### src/rtl/regfile_alu_sequencer_if.sv
// Instruction handshake plus register-file / ALU / write-back control bundle.
// master = sequencer side, slave = instruction source and datapath side.
interface regfile_alu_sequencer_if #(
    parameter int unsigned CNT_W = 16
);
    logic             in_valid;
    logic             in_ready;
    logic [31:0]      instr;
    logic [4:0]       rr1;
    logic [4:0]       rr2;
    logic [4:0]       wr;
    logic             reg_we;
    logic [3:0]       alu_op;
    logic [4:0]       shamt;
    logic             wb_sel;
    logic [31:0]      imm_data;
    logic             busy;
    logic             done;
    logic             illegal;
    logic [CNT_W-1:0] retired;

    modport master (
        input  in_valid, instr,
        output in_ready, rr1, rr2, wr, reg_we, alu_op, shamt, wb_sel,
               imm_data, busy, done, illegal, retired
    );

    modport slave (
        output in_valid, instr,
        input  in_ready, rr1, rr2, wr, reg_we, alu_op, shamt, wb_sel,
               imm_data, busy, done, illegal, retired
    );
endinterface

### src/rtl/regfile_alu_sequencer.sv
// Four-cycle IDLE/DECODE/EXEC/WB sequencer that decodes one MIPS R-type or LUI
// instruction per handshake and drives the register file / ALU / write-back mux.
module regfile_alu_sequencer #(
    parameter int unsigned CNT_W            = 16,
    parameter bit          ZERO_REG_PROTECT = 1'b1
) (
    input  logic                       clk,
    input  logic                       rst_n,
    regfile_alu_sequencer_if.master    bus
);

    localparam int unsigned REG_W  = 5;
    localparam int unsigned OP_W   = 4;
    localparam int unsigned DATA_W = 32;

    localparam logic [5:0] OPC_RTYPE = 6'h00;
    localparam logic [5:0] OPC_LUI   = 6'h0F;

    localparam logic [5:0] FN_ADD = 6'h20;
    localparam logic [5:0] FN_SUB = 6'h22;
    localparam logic [5:0] FN_AND = 6'h24;
    localparam logic [5:0] FN_OR  = 6'h25;
    localparam logic [5:0] FN_NOR = 6'h27;
    localparam logic [5:0] FN_SLT = 6'h2A;
    localparam logic [5:0] FN_SLL = 6'h00;
    localparam logic [5:0] FN_SRL = 6'h02;
    localparam logic [5:0] FN_SRA = 6'h03;

    localparam logic [OP_W-1:0] ALU_AND = 4'b0000;
    localparam logic [OP_W-1:0] ALU_OR  = 4'b0001;
    localparam logic [OP_W-1:0] ALU_ADD = 4'b0010;
    localparam logic [OP_W-1:0] ALU_SUB = 4'b0110;
    localparam logic [OP_W-1:0] ALU_SLT = 4'b0111;
    localparam logic [OP_W-1:0] ALU_NOR = 4'b1100;
    localparam logic [OP_W-1:0] ALU_SRL = 4'b1101;
    localparam logic [OP_W-1:0] ALU_SLL = 4'b1110;
    localparam logic [OP_W-1:0] ALU_SRA = 4'b1111;

    typedef enum logic [1:0] {
        S_IDLE   = 2'd0,
        S_DECODE = 2'd1,
        S_EXEC   = 2'd2,
        S_WB     = 2'd3
    } state_e;

    state_e              state_q,    state_d;
    logic [REG_W-1:0]    rr1_q,      rr1_d;
    logic [REG_W-1:0]    rr2_q,      rr2_d;
    logic [REG_W-1:0]    wr_q,       wr_d;
    logic                reg_we_q,   reg_we_d;
    logic [OP_W-1:0]     alu_op_q,   alu_op_d;
    logic [REG_W-1:0]    shamt_q,    shamt_d;
    logic                wb_sel_q,   wb_sel_d;
    logic [DATA_W-1:0]   imm_data_q, imm_data_d;
    logic                busy_q,     busy_d;
    logic                done_q,     done_d;
    logic                illegal_q,  illegal_d;
    logic [CNT_W-1:0]    retired_q,  retired_d;
    logic                legal_q,    legal_d;
    logic                wen_q,      wen_d;

    logic [5:0]          opcode;
    logic [5:0]          funct;
    logic [REG_W-1:0]    f_rs;
    logic [REG_W-1:0]    f_rt;
    logic [REG_W-1:0]    f_rd;
    logic [REG_W-1:0]    f_sh;
    logic [15:0]         f_imm;

    logic [REG_W-1:0]    dec_rr1;
    logic [REG_W-1:0]    dec_rr2;
    logic [REG_W-1:0]    dec_wr;
    logic [OP_W-1:0]     dec_alu;
    logic [REG_W-1:0]    dec_sh;
    logic                dec_wb;
    logic [DATA_W-1:0]   dec_imm;
    logic                dec_legal;
    logic                dec_we;
    logic                accept_c;

    assign opcode = bus.instr[31:26];
    assign f_rs   = bus.instr[25:21];
    assign f_rt   = bus.instr[20:16];
    assign f_rd   = bus.instr[15:11];
    assign f_sh   = bus.instr[10:6];
    assign funct  = bus.instr[5:0];
    assign f_imm  = bus.instr[15:0];

    // Ready is a pure decode of IDLE, gated so it drops the instant reset asserts.
    assign bus.in_ready = rst_n && (state_q == S_IDLE);
    assign accept_c     = bus.in_valid && bus.in_ready;

    // Instruction decode; unsupported encodings keep raw field values and clear dec_legal.
    always_comb begin
        dec_rr1   = f_rs;
        dec_rr2   = f_rt;
        dec_wr    = f_rd;
        dec_alu   = ALU_ADD;
        dec_sh    = '0;
        dec_wb    = 1'b1;
        dec_imm   = {f_imm, 16'h0000};
        dec_legal = 1'b0;
        case (opcode)
            OPC_RTYPE: begin
                case (funct)
                    FN_ADD: begin dec_alu = ALU_ADD; dec_legal = 1'b1; end
                    FN_SUB: begin dec_alu = ALU_SUB; dec_legal = 1'b1; end
                    FN_AND: begin dec_alu = ALU_AND; dec_legal = 1'b1; end
                    FN_OR:  begin dec_alu = ALU_OR;  dec_legal = 1'b1; end
                    FN_NOR: begin dec_alu = ALU_NOR; dec_legal = 1'b1; end
                    FN_SLT: begin dec_alu = ALU_SLT; dec_legal = 1'b1; end
                    FN_SLL: begin
                        dec_alu   = ALU_SLL;
                        dec_rr1   = '0;
                        dec_sh    = f_sh;
                        dec_legal = 1'b1;
                    end
                    FN_SRL: begin
                        dec_alu   = ALU_SRL;
                        dec_rr1   = '0;
                        dec_sh    = f_sh;
                        dec_legal = 1'b1;
                    end
                    // The ALU arithmetic-shifts its A operand, so rt moves to port 1.
                    FN_SRA: begin
                        dec_alu   = ALU_SRA;
                        dec_rr1   = f_rt;
                        dec_rr2   = '0;
                        dec_sh    = f_sh;
                        dec_legal = 1'b1;
                    end
                    default: dec_legal = 1'b0;
                endcase
            end
            OPC_LUI: begin
                dec_wr    = f_rt;
                dec_rr1   = '0;
                dec_rr2   = '0;
                dec_alu   = ALU_ADD;
                dec_wb    = 1'b0;
                dec_legal = 1'b1;
            end
            default: dec_legal = 1'b0;
        endcase
        dec_we = dec_legal && !(ZERO_REG_PROTECT && (dec_wr == '0));
    end

    // Next-state and next-output logic; pulses default low, datapath fields hold.
    always_comb begin
        state_d    = state_q;
        rr1_d      = rr1_q;
        rr2_d      = rr2_q;
        wr_d       = wr_q;
        alu_op_d   = alu_op_q;
        shamt_d    = shamt_q;
        wb_sel_d   = wb_sel_q;
        imm_data_d = imm_data_q;
        legal_d    = legal_q;
        wen_d      = wen_q;
        retired_d  = retired_q;
        reg_we_d   = 1'b0;
        done_d     = 1'b0;
        illegal_d  = 1'b0;
        case (state_q)
            S_IDLE: begin
                if (accept_c) begin
                    rr1_d      = dec_rr1;
                    rr2_d      = dec_rr2;
                    wr_d       = dec_wr;
                    alu_op_d   = dec_alu;
                    shamt_d    = dec_sh;
                    wb_sel_d   = dec_wb;
                    imm_data_d = dec_imm;
                    legal_d    = dec_legal;
                    wen_d      = dec_we;
                    state_d    = S_DECODE;
                end
            end
            S_DECODE: state_d = S_EXEC;
            S_EXEC: begin
                reg_we_d = wen_q;
                state_d  = S_WB;
            end
            S_WB: begin
                done_d    = 1'b1;
                illegal_d = !legal_q;
                if (legal_q) begin
                    retired_d = retired_q + CNT_W'(1);
                end
                state_d   = S_IDLE;
            end
            default: state_d = S_IDLE;
        endcase
        busy_d = (state_d != S_IDLE);
    end

    always_ff @(posedge clk or negedge rst_n) begin
        if (!rst_n) begin
            state_q    <= S_IDLE;
            rr1_q      <= '0;
            rr2_q      <= '0;
            wr_q       <= '0;
            reg_we_q   <= 1'b0;
            alu_op_q   <= '0;
            shamt_q    <= '0;
            wb_sel_q   <= 1'b0;
            imm_data_q <= '0;
            busy_q     <= 1'b0;
            done_q     <= 1'b0;
            illegal_q  <= 1'b0;
            retired_q  <= '0;
            legal_q    <= 1'b0;
            wen_q      <= 1'b0;
        end else begin
            state_q    <= state_d;
            rr1_q      <= rr1_d;
            rr2_q      <= rr2_d;
            wr_q       <= wr_d;
            reg_we_q   <= reg_we_d;
            alu_op_q   <= alu_op_d;
            shamt_q    <= shamt_d;
            wb_sel_q   <= wb_sel_d;
            imm_data_q <= imm_data_d;
            busy_q     <= busy_d;
            done_q     <= done_d;
            illegal_q  <= illegal_d;
            retired_q  <= retired_d;
            legal_q    <= legal_d;
            wen_q      <= wen_d;
        end
    end

    assign bus.rr1      = rr1_q;
    assign bus.rr2      = rr2_q;
    assign bus.wr       = wr_q;
    assign bus.reg_we   = reg_we_q;
    assign bus.alu_op   = alu_op_q;
    assign bus.shamt    = shamt_q;
    assign bus.wb_sel   = wb_sel_q;
    assign bus.imm_data = imm_data_q;
    assign bus.busy     = busy_q;
    assign bus.done     = done_q;
    assign bus.illegal  = illegal_q;
    assign bus.retired  = retired_q;

endmodule

### src/flat_wrapper.sv
// flat-port wrapper written by rule: the top's interface ports become plain ports
module regfile_alu_sequencer_flat 
#(
    parameter int unsigned CNT_W            = 16,
    parameter bit          ZERO_REG_PROTECT = 1'b1
)
  (clk, rst_n, bus_in_valid, bus_instr, bus_in_ready, bus_rr1, bus_rr2, bus_wr, bus_reg_we, bus_alu_op, bus_shamt, bus_wb_sel, bus_imm_data, bus_busy, bus_done, bus_illegal, bus_retired);
  regfile_alu_sequencer_if #(.CNT_W(CNT_W)) bus_i ();
  input  logic clk;
  input  logic rst_n;
  input wire logic [$bits(bus_i.in_valid)-1:0] bus_in_valid;
  input wire logic [$bits(bus_i.instr)-1:0] bus_instr;
  output wire logic [$bits(bus_i.in_ready)-1:0] bus_in_ready;
  output wire logic [$bits(bus_i.rr1)-1:0] bus_rr1;
  output wire logic [$bits(bus_i.rr2)-1:0] bus_rr2;
  output wire logic [$bits(bus_i.wr)-1:0] bus_wr;
  output wire logic [$bits(bus_i.reg_we)-1:0] bus_reg_we;
  output wire logic [$bits(bus_i.alu_op)-1:0] bus_alu_op;
  output wire logic [$bits(bus_i.shamt)-1:0] bus_shamt;
  output wire logic [$bits(bus_i.wb_sel)-1:0] bus_wb_sel;
  output wire logic [$bits(bus_i.imm_data)-1:0] bus_imm_data;
  output wire logic [$bits(bus_i.busy)-1:0] bus_busy;
  output wire logic [$bits(bus_i.done)-1:0] bus_done;
  output wire logic [$bits(bus_i.illegal)-1:0] bus_illegal;
  output wire logic [$bits(bus_i.retired)-1:0] bus_retired;
  assign bus_i.in_valid = bus_in_valid;
  assign bus_i.instr = bus_instr;
  assign bus_in_ready = bus_i.in_ready;
  assign bus_rr1 = bus_i.rr1;
  assign bus_rr2 = bus_i.rr2;
  assign bus_wr = bus_i.wr;
  assign bus_reg_we = bus_i.reg_we;
  assign bus_alu_op = bus_i.alu_op;
  assign bus_shamt = bus_i.shamt;
  assign bus_wb_sel = bus_i.wb_sel;
  assign bus_imm_data = bus_i.imm_data;
  assign bus_busy = bus_i.busy;
  assign bus_done = bus_i.done;
  assign bus_illegal = bus_i.illegal;
  assign bus_retired = bus_i.retired;
  regfile_alu_sequencer #(.CNT_W(CNT_W), .ZERO_REG_PROTECT(ZERO_REG_PROTECT)) u_core (.clk(clk), .rst_n(rst_n), .bus(bus_i));
endmodule
### config.mk
export PLATFORM = sky130hd
export DESIGN_NAME = regfile_alu_sequencer_flat
export DESIGN_NICKNAME = d
export VERILOG_FILES = /design/src/rtl/regfile_alu_sequencer_if.sv /design/src/rtl/regfile_alu_sequencer.sv /design/src/flat_wrapper.sv
export SDC_FILE = /design/constraint.sdc
export NUM_CORES = 1
export LEC_CHECK = 0
export CELL_PAD_IN_SITES_DETAIL_PLACEMENT = 0
export CELL_PAD_IN_SITES_GLOBAL_PLACEMENT = 1
export CORE_AREA = 10 10 88 97
export DETAILED_ROUTE_END_ITERATION = 10
export DIE_AREA = 0 0 98 107
export DONT_BUFFER_PORTS = 1
export MAX_ROUTING_LAYER = met4
export PLACE_DENSITY = 0.8
export SYNTH_ARGS = -nofsm -noshare
export SYNTH_HDL_FRONTEND = slang
export SYNTH_SLANG_ARGS = --single-unit
### constraint.sdc
create_clock -name clk -period 1.8 [get_ports clk]
set_input_delay 0.45 -clock clk [delete_from_list [all_inputs] [get_ports clk]]
set_output_delay 0.45 -clock clk [all_outputs]
set_load 0.01 [all_outputs]
== Yosys cells after proc, flatten, opt, wreduce, memory -nomap -nowiden ==
Cells that the tools add are included.
Operators by class
  $add $sub $neg: 1
  equality and inequality tests: 12
  mux-type cells: 17
  reduce and logical (&&, ||, !) cells: 15
Operator list (number)
  equality test 6 bit (second input constant): 6
  case mux 4 bit (8 select lines): 1
  case mux 5 bit (2 select lines): 3
  two-way mux 5 bit: 4
  adder 16 x 1 -> 16 bit (second input constant): 1
  equality test 6 x 2 -> 1 bit (second input constant): 2
  logical NOT 6 bit: 2
  OR reduction 9 bit: 1
  case mux 2 bit (4 select lines): 1
  equality test 6 x 4 -> 1 bit (second input constant): 1
  logical NOT 5 bit: 1
  two-way mux 1 bit: 5
  equality test 2 bit (second input constant): 2
  two-way mux 4 bit: 1
  AND reduction 2 bit: 2
  logical AND 1 bit: 3
  OR reduction 3 bit: 1
  equality test 2 x 1 -> 1 bit (second input constant): 1
  logical NOT 1 bit: 2
  logical NOT 2 bit: 1
  two-way mux 2 bit: 1
  case mux 1 bit (2 select lines): 1
  nonzero test 2 bit: 1
  OR reduction 2 bit: 1
Storage, ports and cells
  register bits after elaboration: 65
  output and inout port bits: 78
  word-level logic and storage cells: 60

== Depth between registers and ports, before layout ==
Gate-level depths: netlist of run 1.
  depth after elaboration: 6
  gate-level depth with buffers: 8

== Worst setup path after synthesis of run 1 ==
OpenSTA, ideal clock, no wires.
  kind: register to register
  start point: reg u_core.state_q[0]
  end point: reg u_core.alu_op_q[3] (netlist: u_core.bus.alu_op[3])
  arrival: 1.499 ns
  required time: 1.705 ns
  path slack: 0.206 ns
  cell stages (with the launch flop): 9
  buffers on the path: 2
  cells stage by stage: dfrtp_1 > inv_1 > ha_1 > and2_1 > nand2_1 > buf_2 > buf_2 > nand2_1 > o31ai_1
On the way
  longest elaborated chain between the ends: 4
Ends and longest elaborated chain
  start, declared: line regfile_alu_sequencer.sv:46  | state_e state_q, state_d;
  start signal, assigned: line regfile_alu_sequencer.sv:215  | state_q <= state_d;
  logical NOT 2 bit: line regfile_alu_sequencer.sv:90  | assign bus.in_ready = rst_n && (state_q == S_IDLE);
  logical AND 1 bit: line regfile_alu_sequencer.sv:90
  net bus_in_ready: line flat_wrapper.sv:13  | output wire logic [$bits(bus_i.in_ready)-1:0] bus_in_ready;
  logical AND 1 bit: line regfile_alu_sequencer.sv:91  | assign accept_c = bus.in_valid && bus.in_ready;
  AND reduction 2 bit (no line)
  end signal, assigned: line regfile_alu_sequencer.sv:220  | alu_op_q <= alu_op_d;
  end, declared: line regfile_alu_sequencer.sv:51  | logic [OP_W-1:0] alu_op_q, alu_op_d;
The timed path passes the listed nets, and every way through them passes these cells.
A chain may end at the register's enable or synchronous reset.

== Final worst setup path of run 1 ==
  start point: reg u_core.state_q[0]
  end point: out bus_in_ready
On the way
  longest elaborated chain between the ends: 2
Ends and longest elaborated chain (line)
  logical NOT 2 bit: regfile_alu_sequencer.sv:90
  logical AND 1 bit: regfile_alu_sequencer.sv:90
  end, declared: flat_wrapper.sv:13
No other way between the ends.

==> results of run 1 <==
==> synthesized netlist by cell type (3+ instances only) <==
cell / n
nand2_1: 78
dfrtp_1: 65
buf_4: 16
nand3_1: 14
xnor2_1: 12
a22o_1: 11
o21ai_0: 9
buf_2: 8
nor2_1: 8
a21oi_1: 6
a22oi_1: 5
and2_1: 5
and3_1: 5
ha_1: 5
mux2i_1: 5
nor2b_1: 4
clkbuf_1: 3
nand2b_1: 3
nor3_2: 3
xor2_1: 3
==> logic make-up (layout without fill, tap and decap cells) <==
kind of cell    count (synthesis)  in the layout  share of synthesized area
simple gates                  133            133                      0.211
compound gates                 41             41                      0.101
buf+inv                        30             27                     0.0631
fa+ha+maj                       5              5                     0.0208
xor+xnor                       15             15                     0.0436
flops                          65             65                      0.540
mux                             6              6                     0.0203
other cells                     1             16                    0.00124
==> cell type report <==
| class | count | area [um^2] | share of cell area |
|---|---|---|---|
| Sequential cell | 65 | 1630 | 0.494 |
| Inverter | 2 | 7.51 | 0.00228 |
| Tap cell | 82 | 103 | 0.0312 |
| Clock buffer | 10 | 128 | 0.0388 |
| Multi-Input combinational cell | 216 | 1260 | 0.384 |
| Clock inverter | 6 | 82.6 | 0.0251 |
| Timing Repair Buffer | 9 | 80.1 | 0.0243 |
==> registers in the layout, summed over array words and instances (netlist names), 2 cells and up <==
signal,count
u_core.bus.rr2,5
u_core.bus.shamt,5
u_core.bus.alu_op,4
u_core.bus.retired,16
u_core.bus.rr1,5
u_core.bus.wr,5
u_core.state_q,2
u_core.bus.imm_data,16
==> routing by layer <==
metal	routed length [um]	vias up	GRT usage
li1	-	984	-
met3	926	9	0.0764
met2	3500	81	0.220
met5	0	-	-
met1	2970	957	0.157
met4	80	0	0.0572
==> path summary, 6_finish.rpt <==
path / start / endpoint / slack (ns) / cells after the start
max: u_core.state_q[0]$_DFF_PN0_ / bus_in_ready / 0.08 / 4
min: rst_n / u_core.bus.illegal$_DFF_PN0_ / -0.21 / 0
max reg2reg: u_core.state_q[0]$_DFF_PN0_ / u_core.bus.rr1[3]$_DFFE_PN0P_ / 0.14 / 7
min reg2reg: u_core.legal_q$_DFFE_PN0P_ / u_core.bus.illegal$_DFF_PN0_ / 0.48 / 1
max in group asynchronous: rst_n / u_core.bus.imm_data[20]$_DFFE_PN0P_ / 1.88 / 0
min in group clk: bus_instr[3] / u_core.bus.alu_op[3]$_DFFE_PN0P_ / 0.20 / 1
==> power groups by stage <==
stage               sequential [mW]  clock (mW)  combinational (mW)
global placement               2.39           0               0.682
CTS                            2.38        1.36               0.705
finish                         2.35        1.34               0.708
detailed placement             2.39           0               0.712
global route                   2.42        1.43               0.823
floorplan                      2.27           0               0.576
==> repair_timing <==
action                                 CTS  global route
endpoints found under the hold margin   65            65
resized for setup                        0             4
setup endpoints to repair                0             7
==> impl_metrics.json, run 1 <==
{
  "coreArea_um2": 6560,
  "mostFrequentLayoutCells": "nand2_1, dfrtp_1, conb_1",
  "worstPathArrival_ns": 1.27,
  "p_switching_mw": 1.45,
  "crit_slowest_cell": "dfrtp_1",
  "path_delay_family": "flip-flops",
  "synthDistinctLibCells": 41,
  "setup_viol": 0,
  "ant_nets": 0,
  "grt_use_total": 0.145,
  "clk_latency_ns": 0.34,
  "fin_skew_ns": 0.00712,
  "postLayoutCoreUtil": 0.502,
  "slowest_delay_ns": 0.37,
  "nNetsFinal": 343,
  "seq_area_frac_synth": 0.540,
  "synth_largest_area_cell": "dfrtp_1",
  "power.density_nw_per_um2": 1340,
  "synth.avg_cell_area_um2": 10.2,
  "wl_mm": 7.48,
  "path_buf_inv": 2,
  "rsz0062_at_grt": "false",
  "drt_iter0_drc": 66,
  "final_common_cell": "nand2_1",
  "portBuffers": 0,
  "synth.area.top_cells": "dfrtp_1, nand2_1, buf_4, xnor2_1, a22o_1",
  "start_kind": "flop",
  "syn_to_final_growth_pct": 9.18,
  "p_sw_frac": 0.329,
  "cts_tree": "done",
  "finalPower_mw": 4.40,
  "combPwrFrac": 0.161,
  "netlist_area_um2": 3010,
  "drc": 0,
  "ys.warnings.count": 0,
  "drive_above_1_share": 0.130,
  "dpl.cell_count": 374,
  "htree_levels": 3,
  "cts_buffer_depth": 2,
  "p_leak_nw": 1.55,
  "syn_inst": 296,
  "clkSinkCount": 65,
  "core.rowCount": 31,
  "dieHeight_um": 107,
  "timing.final.crit_share": 0.956,
  "antenna_found_initial": 0,
  "numCtsBuffers": 9,
  "synth-edff-count": 0,
  "violations": "hold timing",
  "setup_ws_ns": 0.0789,
  "ys_seq_elements": 65,
  "dieArea_um2": 10500,
  "cts_root_buffer": "clkbuf_8",
  "antenna-diode-count": 0,
  "timing.setup.tns_ns": 0,
  "first_pass_iters": 4,
  "post-place-ws_ns": 0.0990,
  "ios": 113,
  "route.vias.total": 2031,
  "crit_type": "reg2out",
  "instances_no_fill": 390,
  "grt_pass1_wl_mm": 11.8,
  "wl_per_cell_um": 19.2,
  "p_int_mw": 2.95,
  "hold_violations": 65,
  "seq_power_share": 0.535,
  "clk_pin_slew_ns": 0.08,
  "worstPathRequired_ns": 1.35,
  "slew_viol_final": 0,
  "dp_hpwl_mm": 5.55,
  "cp_max_fo": 4,
  "peakVddDrop_mv": 0.581,
  "hold_slack_ns": -0.205,
  "initial_utilization": 0.460,
  "synth_top_cell_area_share": 0.540,
  "ys.flop_type": "dfrtp_1",
  "hold_path_class": "in2async",
  "cap_viol_max_count": 0,
  "async_reset_ff_frac": 1.00,
  "cts_setup_buffers": 0,
  "die_w_um": 98,
  "status": "complete, but fails checks",
  "clock_power_share": 0.305,
  "grt-ovfl-total": 0,
  "crit_chain": "inv_2 -> ha_1 -> and2_4 -> buf_4",
  "max_freq_mhz": 581,
  "nFillCells": 619,
  "grt_pass1_vias": 2116,
  "grt_max_degree": 68,
  "design_area_um2": 3290,
  "via_per_inst": 5.21,
  "gp_congestion": 0.835,
  "end_kind": "output port",
  "fin_crit_ns": 1.72,
  "place_area_um2": 3070
}
Note: power is estimated with default switching activity, not from simulation.
==> run 2, diff against run 1 <==
--- a/config.mk
+++ b/config.mk
@@ -11,6 +11,7 @@
 export DETAILED_ROUTE_END_ITERATION = 10
 export DIE_AREA = 0 0 98 107
 export DONT_BUFFER_PORTS = 1
+export HOLD_SLACK_MARGIN = 0.02
 export MAX_ROUTING_LAYER = met4
 export PLACE_DENSITY = 0.8
 export SYNTH_ARGS = -nofsm -noshare
==> results of run 2 <==
Same layout as run 1: the final DEF is identical, and so are final timing and power.
==> variant 1, RTL diff (settings of run 2) <==
Re-encode `state_e` (4 states) as one-hot, 4 bits wide.
--- a/src/rtl/regfile_alu_sequencer.sv
+++ b/src/rtl/regfile_alu_sequencer.sv
@@ -36,11 +36,11 @@
     localparam logic [OP_W-1:0] ALU_SLL = 4'b1110;
     localparam logic [OP_W-1:0] ALU_SRA = 4'b1111;
 
-    typedef enum logic [1:0] {
-        S_IDLE   = 2'd0,
-        S_DECODE = 2'd1,
-        S_EXEC   = 2'd2,
-        S_WB     = 2'd3
+    typedef enum logic [3:0] {
+        S_IDLE   = 4'b0001,
+        S_DECODE = 4'b0010,
+        S_EXEC   = 4'b0100,
+        S_WB     = 4'b1000
     } state_e;
 
     state_e              state_q,    state_d;
Check against the original RTL: same outputs for any inputs over 10 cycles, from zero or initial values and one cycle with rst_n low; not proved beyond that.
==> variant 1 against run 2 <==
The flow still finishes with violations (negative hold slack). Sequential cell count rose by 2. Area after synthesis rose by 2.0%. Worst setup slack got worse by 5.5 ps. Clock skew fell by 1.4 ps. Core utilization rose by 2.6 points. Cell area rose by 5.2%. Wire length rose by 2.5%. Count of clock-buffer cells in the layout did not move. Highest routed layer unchanged.
Power is not compared: it rests on default switching activity, and its combinational part moved more than twofold at a synthesized area within 25%.
==> variant 1: results (changes against run 2) <==
INFO  route          drt_pass1_iterations=4 [unchanged]
INFO  synth          synth_xor_xnor_area_share=0.0428 [-0.000835]
INFO  placed_design  finalWeightedCongestion=0.787 [-5.8%]
INFO  placed_design  post-place-ws=-67.5ps [-166 ps]
INFO  cts            clkSlewWorstSetupHoldPaths=70ps
INFO  route          vias=2182 [+7.4%]
INFO  global_route   grtUsageTotal=0.152 [+0.00665]
INFO  cells_and_area n_antenna_cell=0 [unchanged]
INFO  cells_and_area final_net_count=358 [+4.4%]
INFO  setup_path     worstRegToRegCells=5 [-2]
INFO  synth          yosysSeqAreaShare=0.546 [+0.00637]
INFO  route          route.final.wire_length=7.66mm [+2.5%]
INFO  synth          complex_gate_fraction_of_the_synthesized_area=0.0807 [-0.0198]
INFO  placed_design  hpwl=5.83mm [+5.0%]
INFO  cts            worst_skew_pair.late_latency=340ps [about the same]
INFO  synth          muxShareOfSynthArea=0.0200 [-0.000390]
INFO  synth          most_frequent_cells_after_synthesis=sky130_fd_sc_hd__nand2_1 (78), sky130_fd_sc_hd__dfrtp_1 (66), sky130_fd_sc_hd__buf_4 (18)
INFO  synth          yosys.area_share.adder=0.00407 [-0.0167]
INFO  route          drt-wirelength-per-cell=18.7um [-2.3%]
INFO  sta            clock-skew-final=5.72ps [-1.40 ps]
INFO  sta            hold_viol=67 [+3.1%]
INFO  status         failing_checks=negative hold slack
INFO  cts            cts-buffers-inserted=9 [unchanged]
INFO  sta            hold_slack=-198ps [+7.47 ps]
INFO  setup_path     path_max_fanout=2 [-2]
INFO  synth          synthDistinctLibCells=50 [+22%]
INFO  synth          synthCells=305 [+3.0%]
INFO  placed_design  buffer_ports.inserted=0 [unchanged]
INFO  global_route   first_global_vias=2294 [+8.4%]
INFO  global_route   grt_pass1_wl=12.4mm [+5.4%]
INFO  placed_design  dp_cells=389 [+4.0%]
INFO  global_route   grt_start_max_net_pins=69 [+1.5%]
INFO  cells_and_area drive_above_1_share=0.174 [+0.0444]
INFO  synth          synthTopCellsByArea=sky130_fd_sc_hd__dfrtp_1 (54%), sky130_fd_sc_hd__nand2_1 (9.5%), sky130_fd_sc_hd__buf_4 (4.4%)
INFO  status         status=complete, but fails checks
INFO  cells_and_area n_fill_cell=607 [-1.9%]
INFO  route          drt_first_iter_violations=103 [+56%]
-- variant 1: stage by stage --
step / TNS, ps / instance area, um2 / util
floorplan: 0 / 3130 / -
finish: 0 / 3460 / 0.528
global route: -11.7 / 3460 / 0.528
global placement: -58.1 / 3190 / 0.486
detailed placement: -285 / 3190 / 0.486
CTS: -40.4 / 3430 / 0.523
-- variant 1: kinds of logic (layout without fill, tap and decap cells) --
group           count (synthesis)  after routing
buf+inv                        33             40
compound gates                 36             36
mux                             6              6
other cells                     1             16
simple gates                  146            146
flops                          67             67
xor+xnor                       15             15
fa+ha+maj                       1              1
-- variant 1: layout make-up --
cell class              instances  area [um2]  share of cell area
clock buffers                  10         138              0.0398
well taps                      82         103              0.0296
clock inverters                 6        65.1              0.0188
repair buffers                 20         163              0.0470
multi-input cells             220        1300               0.375
inverters                       4        15.0             0.00434
flip-flops and latches         67        1680               0.485
-- variant 1: path summary, 6_finish.rpt --
path / slack (ps) / startpoint / endpoint
max in group asynchronous: 1820 / rst_n / u_core.state_q[0]
setup reg to reg: 110 / u_core.state_q[1] / u_core.bus.retired[14]
hold reg to reg: 500 / u_core.wen_q / u_core.bus.reg_we
hold / removal: -200 / rst_n / u_core.bus.done
setup / recovery: 70 / u_core.state_q[0] / bus_in_ready
min in group clk: 210 / bus_instr[7] / u_core.bus.imm_data[23]
-- variant 1: critical path, stage by stage (launching register included) --
cell                      delay, ps
sky130_fd_sc_hd__dfstp_2        540
sky130_fd_sc_hd__nand2_2         60
sky130_fd_sc_hd__nor4_4         170
sky130_fd_sc_hd__buf_4          170
-- variant 1: power by group --
group          leakage (nW)  internal, mW  switching (mW)
registers             0.867          1.69           0.237
clock network         0.102         0.677           0.581
logic                 0.688         0.123           0.176
-- variant 1: metal layers --
metal,track usage,part of all wire
met1,0.167,0.38
met4,0.0655,0.011
met5,-,0
met3,0.0745,0.12
met2,0.229,0.49
-- variant 1: timing repair --
item	CTS	global route
hold endpoints to repair	67	67
pin swaps	1	3
resized for setup	4	4
buffers inserted	2	2
endpoints found under the setup margin	11	19
==> variant 2, RTL diff (flow settings as in run 2) <==
Made on the original files. `ZERO_REG_PROTECT` is set to 1'b1 in 2 places; all go to 1'b0.
--- a/src/rtl/regfile_alu_sequencer.sv
+++ b/src/rtl/regfile_alu_sequencer.sv
@@ -2,7 +2,7 @@
 // instruction per handshake and drives the register file / ALU / write-back mux.
 module regfile_alu_sequencer #(
     parameter int unsigned CNT_W            = 16,
-    parameter bit          ZERO_REG_PROTECT = 1'b1
+    parameter bit          ZERO_REG_PROTECT = 1'b0
 ) (
     input  logic                       clk,
     input  logic                       rst_n,
--- a/src/flat_wrapper.sv
+++ b/src/flat_wrapper.sv
@@ -2,7 +2,7 @@
 module regfile_alu_sequencer_flat 
 #(
     parameter int unsigned CNT_W            = 16,
-    parameter bit          ZERO_REG_PROTECT = 1'b1
+    parameter bit          ZERO_REG_PROTECT = 1'b0
 )
   (clk, rst_n, bus_in_valid, bus_instr, bus_in_ready, bus_rr1, bus_rr2, bus_wr, bus_reg_we, bus_alu_op, bus_shamt, bus_wb_sel, bus_imm_data, bus_busy, bus_done, bus_illegal, bus_retired);
   regfile_alu_sequencer_if #(.CNT_W(CNT_W)) bus_i ();
Check against the original RTL: not equivalent (a bounded check fails within 4 cycles, from zero or initial values and one cycle with rst_n low).
==> variant 2 against run 2 <==
The run still ends with negative hold slack left. Sequential cell count decreased by 1. Worst setup slack got worse by 14 ps. Sequential share of layout area down 1.9 points. Largest power group unchanged. Area after synthesis is 1.7% lower. Total power grew 5.2%. Highest routed layer unchanged. Core utilization up 1.2 points. Wire length is 2.3% higher. Cell area is 2.3% higher.
==> variant 2: results (changes against run 2) <==
INFO  placed_design  dp_cells=389 [+4.0%]
INFO  global_route   met1_usage=0.175 [+0.0173]
INFO  global_route   grt_pass1_wl=12.2mm [+3.8%]
INFO  placed_design  placed_area=3100um2 [+1.0%]
INFO  synth          most_frequent_cells_after_synthesis=sky130_fd_sc_hd__nand2_1 (75), sky130_fd_sc_hd__dfrtp_1 (64), sky130_fd_sc_hd__nor2_1 (18)
INFO  status         failing_checks=negative hold slack
INFO  sta            clock.fmax=0.576GHz [-0.78%]
INFO  synth          muxShareOfSynthArea=0.00719 [-0.0132]
INFO  setup_path     worstRegToRegCells=5 [-2]
INFO  setup_path     r2r_end=u_core.bus.retired[13]
INFO  power          vdd_drop_max=0.702mV [+21%]
INFO  global_route   gr-usage-met2=0.224 [+0.00330]
INFO  synth          avgSynthCellArea=9.80um2 [-3.7%]
INFO  power          powerComb=0.751mW [+6.1%]
INFO  power          totalPowerFinal=4.63mW [+5.2%]
INFO  global_route   use_met3=0.0649 [-0.0116]
INFO  status         status=complete, but fails checks
INFO  power          power.switching=1.44mW [-0.76%]
INFO  power          p_clk=1.55mW [+16%]
INFO  synth          yosysSeqAreaShare=0.541 [+0.00113]
INFO  sta            hold_viol=64 [-1.5%]
INFO  placed_design  finalWeightedCongestion=0.807 [-3.4%]
INFO  cells_and_area drive_above_1_share=0.133 [+0.00326]
INFO  synth          complex_gate_fraction_of_the_synthesized_area=0.111 [+0.0107]
INFO  route          met2_length=3.71mm [+5.7%]
INFO  setup_path     crit_path_max_incr_delay=400ps [+30 ps]
INFO  placed_design  hpwl=5.65mm [+1.7%]
INFO  route          wire_length_on_met3=684um [-26%]
INFO  power          power_leakage=1.61nW [+3.9%]
INFO  setup_path     worst-r2r-setup-slack=120ps [-20 ps]
INFO  global_route   grtUsageTotal=0.149 [+0.00436]
INFO  synth          synth_xor_xnor_area_share=0.0444 [+0.000774]
INFO  synth          synthTopCellsByArea=sky130_fd_sc_hd__dfrtp_1 (54%), sky130_fd_sc_hd__nand2_1 (9.5%), sky130_fd_sc_hd__buf_4 (4.1%)
INFO  synth          yosys.area_share.adder=0.0169 [-0.00386]
INFO  sta            hold_slack=-193ps [+12.3 ps]
INFO  route          drt_first_iter_violations=107 [+62%]
INFO  route          drt-wirelength-per-cell=18.9um [-1.5%]
INFO  sta            clock-skew-final=5.97ps [-1.15 ps]
INFO  synth          synthDistinctLibCells=42 [+2.4%]
## variant 2: changes by cell type in the layout (fill, tap and decap cells not counted), moves of 5 or more
cell / run 2 / this run
sky130_fd_sc_hd__nand4_1: 2 / 7
sky130_fd_sc_hd__a21oi_1: 6 / 1
sky130_fd_sc_hd__nor2_1: 7 / 18
sky130_fd_sc_hd__a41oi_1: 0 / 5
sky130_fd_sc_hd__buf_4: 8 / 18
sky130_fd_sc_hd__nand3_1: 14 / 6
## variant 2: final cells by class
class                      count  area [um2]
timing repair buffer          19         155
tap                           82         103
fill                         595        3190
clock buffer                  11         151
sequential                    64        1600
multi-input combinational    220        1240
inverter                       4        15.0
clock inverter                 5         103
## variant 2: worst register-to-register path, cell delays in order (launching register included)
cell	delay, ps
sky130_fd_sc_hd__dfrtp_1	370
sky130_fd_sc_hd__ha_1	180
sky130_fd_sc_hd__nand4_1	170
sky130_fd_sc_hd__or4b_4	580
sky130_fd_sc_hd__nor2_1	150
sky130_fd_sc_hd__xor2_1	160
